## config.mk

```make
export PLATFORM = sky130hd
export DESIGN_NAME = bound_flasher_param
export DESIGN_NICKNAME = d
export VERILOG_FILES = /design/src/rtl/bound_flasher_param.sv
export SDC_FILE = /design/constraint.sdc
export NUM_CORES = 1
export LEC_CHECK = 0
export BUFFER_PORTS_ARGS = -buffer_cell sky130_fd_sc_hd__buf_2
export CORE_MARGIN = 5
export CORE_UTILIZATION = 60
export CTS_BUF_LIST = sky130_fd_sc_hd__clkbuf_4 sky130_fd_sc_hd__clkbuf_8
export DETAILED_ROUTE_END_ITERATION = 8
export PLACE_DENSITY = 0.83
export SETUP_SLACK_MARGIN = 0.1
export SYNTH_ARGS = -nofsm -noshare
export SYNTH_HDL_FRONTEND = slang
export SYNTH_SLANG_ARGS = --single-unit
```

## constraint.sdc

```tcl
create_clock -name clk -period 3.7 [get_ports clk]
set_input_delay 0.74 -clock clk [delete_from_list [all_inputs] [get_ports clk]]
set_output_delay 0.74 -clock clk [all_outputs]
set_load 0.1 [all_outputs]
```

## src/rtl/bound_flasher_param.sv

```systemverilog
`default_nettype none
// ---------------------------------------------------------------------------
// bound_flasher_param: tick-paced three-phase lamp-bar bounce with flick kickback.
// Optional all-on BLINK frame when BOUND_FLASHER_BLINK_EN is defined. Rev 1.0
// ---------------------------------------------------------------------------
module bound_flasher_param #(
  parameter int N_LAMPS  = 16,
  parameter int TICK_DIV = 200,
  parameter int HI1      = 6,
  parameter int HI2      = 11,
  parameter int LO2      = 5
) (
  input  logic                           clk,
  input  logic                           rst,
  input  logic                           flick,
  output logic [N_LAMPS-1:0]             lamps,
  output logic [$clog2(N_LAMPS+1)-1:0]   level,
  output logic                           busy,
  output logic                           done
);

  localparam int LW = $clog2(N_LAMPS + 1);
  localparam int CW = (TICK_DIV > 1) ? $clog2(TICK_DIV) : 1;

  localparam logic [LW-1:0] ONE_L  = LW'(1);
  localparam logic [LW-1:0] ZERO_L = '0;
  localparam logic [LW-1:0] HI1_L  = LW'(HI1);
  localparam logic [LW-1:0] HI2_L  = LW'(HI2);
  localparam logic [LW-1:0] LO2_L  = LW'(LO2);
  localparam logic [LW-1:0] TOP_L  = LW'(N_LAMPS);
  localparam logic [CW-1:0] CNT_LAST = CW'(TICK_DIV - 1);
  localparam logic [CW-1:0] CNT_ONE  = CW'(1);

  typedef enum logic [2:0] {
    S_IDLE  = 3'd0,
    S_UP1   = 3'd1,
    S_DOWN1 = 3'd2,
    S_UP2   = 3'd3,
    S_DOWN2 = 3'd4,
    S_UP3   = 3'd5,
    S_DOWN3 = 3'd6
`ifdef BOUND_FLASHER_BLINK_EN
    , S_BLINK = 3'd7
`endif
  } state_t;

  state_t          state_q, state_d;
  logic [LW-1:0]   level_q, level_d;
  logic [CW-1:0]   cnt_q, cnt_d;
  logic            done_q, done_d;

  logic            tick;
  logic            kick;
  logic            blink_on;
  logic [N_LAMPS-1:0] bar;

  always_ff @(posedge clk or posedge rst) begin
    if (rst) begin
      state_q <= S_IDLE;
      level_q <= '0;
      cnt_q   <= '0;
      done_q  <= 1'b0;
    end else begin
      state_q <= state_d;
      level_q <= level_d;
      cnt_q   <= cnt_d;
      done_q  <= done_d;
    end
  end

  assign tick = (cnt_q == CNT_LAST);
  // Kickback only matters on UP2/UP3 ticks; the case arms below gate it.
  assign kick = flick && ((level_q == HI1_L) || (level_q == HI2_L));

  always_comb begin
    state_d = state_q;
    level_d = level_q;
    cnt_d   = cnt_q;
    done_d  = 1'b0;
    if (state_q == S_IDLE) begin
      cnt_d   = '0;
      level_d = '0;
      if (flick) state_d = S_UP1;
    end else begin
      cnt_d = tick ? '0 : cnt_q + CNT_ONE;
      if (tick) begin
        case (state_q)
          S_UP1: begin
            if (level_q == HI1_L) begin
              state_d = S_DOWN1;
              level_d = level_q - ONE_L;
            end else begin
              level_d = level_q + ONE_L;
            end
          end
          S_DOWN1: begin
            if (level_q == ZERO_L) begin
              state_d = S_UP2;
              level_d = level_q + ONE_L;
            end else begin
              level_d = level_q - ONE_L;
            end
          end
          S_UP2: begin
            if (kick) begin
              state_d = S_DOWN1;
              level_d = level_q - ONE_L;
            end else if (level_q == HI2_L) begin
              state_d = S_DOWN2;
              level_d = level_q - ONE_L;
            end else begin
              level_d = level_q + ONE_L;
            end
          end
          S_DOWN2: begin
            if (level_q == LO2_L) begin
              state_d = S_UP3;
              level_d = level_q + ONE_L;
            end else begin
              level_d = level_q - ONE_L;
            end
          end
          S_UP3: begin
            if (kick) begin
              state_d = S_DOWN2;
              level_d = level_q - ONE_L;
            end else if (level_q == TOP_L) begin
              state_d = S_DOWN3;
              level_d = level_q - ONE_L;
            end else begin
              level_d = level_q + ONE_L;
            end
          end
          S_DOWN3: begin
            if (level_q == ZERO_L) begin
`ifdef BOUND_FLASHER_BLINK_EN
              state_d = S_BLINK;
`else
              state_d = S_IDLE;
              done_d  = 1'b1;
`endif
            end else begin
              level_d = level_q - ONE_L;
            end
          end
`ifdef BOUND_FLASHER_BLINK_EN
          S_BLINK: begin
            state_d = S_IDLE;
            done_d  = 1'b1;
          end
`endif
          default: begin
            state_d = S_IDLE;
            level_d = '0;
          end
        endcase
      end
    end
  end

  for (genvar i = 0; i < N_LAMPS; i++) begin : g_lamps
    assign bar[i] = (level_q > LW'(i));
  end

`ifdef BOUND_FLASHER_BLINK_EN
  assign blink_on = (state_q == S_BLINK);
`else
  assign blink_on = 1'b0;
`endif

  assign lamps = blink_on ? {N_LAMPS{1'b1}} : bar;
  assign level = level_q;
  assign busy  = (state_q != S_IDLE);
  assign done  = done_q;

endmodule
`default_nettype wire

```

==> results of run 1 <==
worst max-delay path, delay by kind of cell (launching register included):
| family | cells | cell delay (ns) |
|---|---|---|
| and+or+nand+nor | 2 | 0.33 |
| DFF | 1 | 0.53 |
| buffers and inverters | 1 | 0.42 |
| adders and majority gates | 2 | 0.56 |
per-layer routing:
metal  vias to the layer above  routed length [um]
met3                        13                 223
met1                       673                1510
li1                        705                   -
met2                        52                1850
met4                         0                 112
met5                         -                   0
power by group through the flow:
stage                     combinational (mW)  clock, mW  sequential, mW
after floorplan                        0.334          0           0.241
after global placement                 0.339          0           0.289
after detailed placement               0.351          0           0.293
after CTS                              0.354      0.104           0.288
after global routing                   0.387      0.116           0.301
final                                  0.353      0.103           0.290
layout make-up:
class / count / area [um^2]
multi-input cells: 145 / 1040
fillers: 198 / 757
flip-flops and latches: 17 / 425
repair buffers: 25 / 125
inverters: 10 / 37.5
well taps: 30 / 37.5
clock buffers: 3 / 22.5
clock inverters: 1 / 7.51
cells by family (layout without fill, tap and decap cells):
family,count (synthesis),count (layout),share of synthesized area
simple gates,82,82,0.322
compound gates,47,47,0.218
buf+inv,21,39,0.0711
flops,17,17,0.278
xor+xnor,7,7,0.0401
fa+ha+maj,6,6,0.0491
mux,3,3,0.0213
worst paths after layout:
| path | to | slack (ns) |
|---|---|---|
| max | lamps[15] | 0.83 |
| min | done | 0.49 |
| min reg2reg | cnt_q[0] | 0.50 |
| max in group asynchronous | state_q[0] | 2.80 |
| max reg2reg | level[3] | 1.21 |
| min in group clk | cnt_q[0] | 0.50 |
registers in the layout (all words and copies together), names as in the netlist:
register,cells
cnt_q,8
level,5
state_q,3
done,1
cells in the final DEF (no fill, tap or decap), drive strengths merged, types with 4 or more instances in the layout:
cell    Yosys  layout
a21oi       6       6
o21ai      20      20
nand2b      5       5
inv        10      10
nand4       4       4
dfrtp      17      17
ha          6       6
buf         8      25
nand3       9       9
nor3        4       4
nor2       19      19
xor2        5       5
nor2b       6       6
nand2      14      14
stage by stage:
stage                     hold slack (ns)  std cells  setup TNS [ns]
after detailed placement            0.484        227               0
final                               0.492        231               0
after CTS                           0.499        231               0
after floorplan                     0.425        183          -0.469
after global routing                0.539        231               0
after global placement              0.439        227               0
==> metrics, run 1 <==
outcome=finished clean; Tot Pwr=~750 uW; core area=approximately 2500 um^2; Crit. End Element=output port; Leakage=~0.79 nW; top-level I/O count=26; final worst slack=0.827 ns; count of final setup violators=0; port bufs=25; GR peak layer=met2; type of origin of the critical path=register; Max Clk Rate=348 MHz; Worst Tran Pin Value=roughly 0.66 ns; synthesized net count=192; Arrival @ worst endpoint=2.13 ns; Worst VDD drop=0.596 mV; Pwr per Cell Area=around 440 nW/um^2; reg-to-reg startpoint=level[1]; top cells by area, synth=dfrtp_1, o21ai_0, ha_1, nor2_1, nand2_1; Vias=between 1000 and 1500; Area Overhead vs Synth=11.0%; post-route cell area=1700 um^2; Setup CP Type=register to output port; vias in the first global route=around 1300; Final Max Slew Viols=0; crit path max fanout=13; Mapped Area=roughly 1500 um^2; P_sw=about 360 uW; routability cong.=between 0.9 and 1; pin count of the biggest net entering global routing=24; drt pass-1 iters=4; post-CTS setup repair buffer count=0; GRT Resource Usage Total=0.211; Hold/Removal Path Class=input port to asynchronous set/reset pin; detailed-route wire length=3690 um; Post-CTS Resized=0; minimum clock period=around 2.9 ns; Max Cap Viol=0; RSZ-0062 raised after global routing=false; Hold Fails Final Rpt=0; ys flop type=dfrtp_1; Critical-path top delay cell=dfrtp_1; worst-skew pair later-pin latency=around 0.30 ns; Num Clock Sinks=17; DP HPWL=~2800 um; met1 Resource Use GR=0.257; Post-CTS Hold Buffers=0; Syn Inst Count=roughly 180; antenna diode count=0; Avg WL per Cell=between 15 and 20 um; ys async rst share=1.00; Logic pwr share=0.473; Die Wd=slightly above 60 um; final setup skew=0.00786 ns; leading area contributor after synthesis=dfrtp_1; antenna violations before repair=0; CTS Root Cell=clkbuf_4; Final Net Count=~210; Synth top area share=0.278; synth cell count leaders=o21ai_0, nor2_1, dfrtp_1; CTS buffer count=3; EDFF count, synth=0; Int Power=~390 uW; Synth Register Bits=17; Synth cell types=58; CP Cell Sequence=ha_1, and3_1, ha_1, nor2b_2, buf_2; CTS tree=built; synth warn=0; vias per cell=6.25; Avg Synthesized Cell Area=8.36 um^2; clock network power share=0.138; Util after Layout=0.692; most frequent cell after synthesis=o21ai_0; Required @ worst endpoint=approximately 3 ns; Die Ht=slightly above 60 um; met3 Track Usage GR=0.0234; share of cells above drive strength 1=0.264; worst r2r path cells=8; switching power share of the total=0.476; DRT iter0 DRCs=around 110; sequential fraction of the synthesis area=0.278; placement row count=18; CP Launch Point=level[0]; cell mode on critical path=ha_1; Worst-path clk slew=0.11 ns; grt total ovfl=0; met2 usage=0.367; drt drc=0; starting density of the core=0.623; antenna-violating nets left=0; global-route wire length before repair=5940 um; full die area=~3700 um^2; Placement Setup Slack=between 1 and 1.5 ns; Clock Tree Buf Depth=2; Slew HR=0.558; Final Cycle Share=0.776; H-Tree Depth=1; Flop pwr share=0.389; Post-Place Cell Area=roughly 1700 um^2; Max stage delay on crit path=0.53 ns
Power figures use the tool's default switching activity.
==> run 2: changes to the inputs <==
CORE_UTILIZATION = 52   (was 60)
PLACE_DENSITY = 0.77   (was 0.83)
clock period = 2.5 ns   (was 3.7 ns; I/O delays follow)
==> metrics, run 2 (synthesis results as in run 1) <==
commonest cells after routing, fill and taps aside=buf_2, nor2_1, buf_4; Tot Pwr=around 1.2 mW; Final Max Slew Viols=0; Clock Tree Buf Depth=2; cell mode on critical path=buf_4; final setup skew=around 0.0042 ns; count of final setup violators=0; worst r2r path cells=6; final worst slack=0.191 ns; Largest register FFs=8; routability cong.=0.898; Max Clk Rate=433 MHz; Leakage=a little under 0.9 nW; met3 WL=198 um; Hold/Removal Path Class=input port to asynchronous set/reset pin; CTS Root Cell=clkbuf_4; Slew HR=0.575; Largest Register=cnt_q; Vias=about 1500; antenna-violating nets left=0; worst hold slack=about 0.27 ns; placement row count=19; port bufs=25; Worst VDD drop=between 0.7 and 0.8 mV; Hold Fails Final Rpt=0; pin count of the biggest net entering global routing=22; drt drc=0; Worst Tran Pin Value=about 0.64 ns; Num Clock Sinks=17; CTS tree=built; grt total ovfl=0; Top Metal Used=met4; Met2 Routed Length=about 2100 um; Area Overhead vs Synth=31.3%; vias per cell=a little over 6; starting density of the core=0.550; Final Net Count=around 230; Max Cap Viol=0; top-level I/O count=26; Post-Route M1 WL=about 1800 um; core area=between 2000 and 3000 um^2; antenna violations before repair=0; Die Wd=approximately 64 um; fillcell total=206; drt pass-1 iters=4; Final Cycle Share=0.924; full die area=4130 um^2; Crit. End Element=output port; detailed-route wire length=slightly above 4000 um; vias in the first global route=1452; Worst-path clk slew=0.10 ns; worst-skew pair later-pin latency=0.29 ns; minimum clock period=~2.3 ns; antenna diode count=0; CTS buffer count=3; type of origin of the critical path=register; Setup CP Type=register to output port; Critical-path top delay cell=dfrtp_4; Required @ worst endpoint=roughly 2.0 ns; Placement Setup Slack=between 0.1 and 0.15 ns; Util after Layout=0.722; H-Tree Depth=1; CP Cell Sequence=buf_4, nor4b_4, bufinv_8, buf_4; GRT Resource Usage Total=0.200; Arrival @ worst endpoint=around 1.8 ns; Die Ht=around 64 um; RSZ-0062 raised after global routing=false; crit path max fanout=12; outcome=finished clean; DP HPWL=roughly 3100 um; global-route wire length before repair=between 6000 and 7000 um; Max stage delay on crit path=0.49 ns; most common cell after layout, fill and taps aside=buf_2; Pwr per Cell Area=580 nW/um^2; DRT iter0 DRCs=between 90 and 100; share of cells above drive strength 1=0.407; Avg WL per Cell=16.8 um
==> run 2: cell count changes in the layout (fill, tap and decap cells not counted), moves of 3 or more <==
cell / delta
dfrtp_4: +4
buf_4: +16
dfrtp_1: -5
nand2_1: -3
buf_2: -5
o21ai_4: +3
==> run 2: layout make-up <==
type                    count  area (um^2)  area share
multi-input cells         145         1180       0.586
flip-flops and latches     17          442       0.220
repair buffers             40          270       0.134
inverters                  10         53.8      0.0268
well taps                  31         38.8      0.0193
clock buffers               3         22.5      0.0112
clock inverters             1         5.00     0.00249
==> run 2: metal layers <==
metal  vias up  track usage
met2        36        0.347
met4         0       0.0560
met3         4       0.0280
met1       721        0.255
li1        735            -
met5         -            0
==> run 2: worst max-delay path, delay by kind of cell, from the launching register on <==
kind / cells / cell delay [ns]
buffers and inverters: 3 / 0.66
flip-flops: 1 / 0.49
AND/OR/NAND/NOR: 1 / 0.36
==> run 2: path summary, 6_finish.rpt <==
check,to,startpoint,slack [ns]
worst min register to register,cnt_q[0],cnt_q[0],0.49
worst min-delay path,cnt_q[0],rst,0.27
worst max register to register,state_q[0],level[3],0.21
max in group asynchronous,level[2],rst,1.75
worst max-delay path,lamps[0],level[3],0.19
min in group clk,cnt_q[0],cnt_q[0],0.49
==> run 2: what timing repair did <==
| item | in CTS | in global routing |
|---|---|---|
| pin swaps | 0 | 1 |
| gates resized for setup | 5 | 4 |
| endpoints found under the hold margin | 0 | 0 |
| hold buffers | 0 | 0 |
| setup buffers | 0 | 7 |
| setup endpoints to repair | 7 | 11 |
==> run 2: through the flow <==
stage | setup TNS [ns] | instance area [um^2] | instances
CTS | 0 | 1940 | 240
finish | 0 | 2010 | 247
detailed placement | 0 | 1900 | 236
floorplan | -0.498 | 1750 | 183
global placement | 0 | 1900 | 236
global route | 0 | 2010 | 247
==> run 2: power breakdown <==
group | internal, mW | switching [mW]
logic | 0.240 | 0.360
registers | 0.319 | 0.101
clock network | 0.0594 | 0.0870
total | 0.619 | 0.548
==> run 3: changes to the inputs <==
CELL_PAD_IN_SITES_DETAIL_PLACEMENT = 0   (was default)
CELL_PAD_IN_SITES_GLOBAL_PLACEMENT = 1   (was default)
CORE_UTILIZATION = 39   (was 52)
==> metrics, run 3 (synthesis results as in run 1) <==
final setup skew=between 0.009 and 0.01 ns; vias per cell=5.64; drt drc=0; Worst-path clk slew=approximately 0.08 ns; antenna diode count=0; Arrival @ worst endpoint=about 1.9 ns; Setup CP Type=register to output port; RSZ-0062 raised after global routing=true; Placement Setup Slack=between 0.15 and 0.2 ns; crit path max fanout=7; core area=between 3000 and 4000 um^2; Max stage delay on crit path=roughly 0.52 ns; Vias=~1500; pin count of the biggest net entering global routing=24; outcome=finished clean; grt total ovfl=0; Leakage=0.888 nW; GRT Resource Usage Total=0.157; Crit. End Element=output port; Die Wd=72.6 um; Max Cap Viol=0; Util after Layout=0.545; reg-to-reg startpoint=level[0]; minimum clock period=2.35 ns; top-level I/O count=26; Tot Pwr=around 1.3 mW; Worst Tran Pin Value=roughly 0.67 ns; count of final setup violators=0; r2r endpoint=state_q[1]; share of cells above drive strength 1=0.398; Top Metal Used=met4; Area Overhead vs Synth=33.3%; met3 WL=approximately 260 um; most common cell after layout, fill and taps aside=buf_2; Final Max Slew Viols=0; Largest Register=cnt_q; CP Cell Sequence=ha_2, buf_4, and3_1, ha_1, nor2b_4, buf_12; port bufs=25; Final Net Count=about 230; antenna violations before repair=0; CTS Root Cell=clkbuf_8; Crit path max-delay family=flip-flops; Final Cycle Share=0.939; Post-Place Cell Area=between 1500 and 2000 um^2; detailed-route wire length=4040 um; Post-Route M1 WL=approximately 1800 um; H-Tree Depth=1; Clock Tree Buf Depth=2; Met2 Routed Length=1950 um; placement row count=22; global-route wire length before repair=6810 um; Crit path buffers/inverters=2; DRT iter0 DRCs=135; Largest register FFs=8; Hold Fails Final Rpt=0; CTS tree=built; antenna-violating nets left=0; Post-CTS Hold Buffers=0; Worst VDD drop=slightly below 0.8 mV; CTS buffer count=3; drt pass-1 iters=4; flop2flop setup slack=0.16 ns; Avg WL per Cell=between 15 and 20 um; Required @ worst endpoint=around 2 ns; post-route cell area=2040 um^2; starting density of the core=0.409; type of origin of the critical path=register; full die area=5280 um^2; commonest cells after routing, fill and taps aside=buf_2, nor2_1, buf_4; Max Clk Rate=roughly 430 MHz; Die Ht=about 73 um; Num Clock Sinks=17; Hold/Removal Path Class=input port to asynchronous set/reset pin; worst r2r path cells=7; DP HPWL=3120 um; Critical-path top delay cell=dfrtp_4; Slew HR=0.553; worst-skew pair later-pin latency=0.26 ns; routability cong.=~0.87; final worst slack=0.152 ns; vias in the first global route=~1400; Pwr per Cell Area=614 nW/um^2
run 3: worst max-delay path by stage:
stage / cells past startpoint / to / slack, ns / startpoint
6_report: 6 / lamps[15] / 0.15 / level[0]
5_1_grt: 6 / lamps[15] / 0.08 / level[0]
4_1_cts: 7 / state_q[1] / 0.12 / level[0]
3_5_place_dp: 7 / state_q[1] / 0.17 / level[0]
3_3_place_gp: 5 / state_q[0] / 0.21 / level[2]
2_1_floorplan: 5 / lamps[15] / -0.25 / level[2]
run 3: layout make-up:
cell class              instances  area [um^2]
fillers                       355         1700
clock buffers                   3         41.3
inverters                      10         53.8
well taps                      48         60.1
clock inverters                 1         7.51
repair buffers                 40          268
multi-input cells             145         1170
flip-flops and latches         17          442
run 3: per-layer routing:
metal	vias to the layer above	track usage
met5	-	0
met4	0	0.0369
met3	4	0.0207
met2	43	0.265
li1	730	-
met1	712	0.212
run 3: worst register-to-register path: stages, from the launching register on:
cell and delay, ns:
dfrtp_4 0.52, buf_4 0.15, nor4bb_2 0.34, o211ai_2 0.24, a32oi_4 0.31, and4b_4 0.32, nand4_1 0.14, o211a_1 0.20
run 3: repair_timing:
action                                  CTS  global route
resized for setup                         1             3
pin swaps                                 0             0
endpoints found under the setup margin    2             5
buffers inserted                          5             0
run 3: where the power goes:
group / internal (mW) / switching [mW]
clock: 0.112 / 0.102
combinational: 0.260 / 0.373
sequential: 0.320 / 0.0844
run 3: metrics by stage:
step	cells	hold slack, ns	setup TNS [ns]
3_3_place_gp	255	0.438	0
3_5_place_dp	255	0.445	0
4_1_cts	264	0.345	0
6_report	264	0.327	0
5_1_grt	264	0.374	0
2_1_floorplan	183	0.425	-0.498
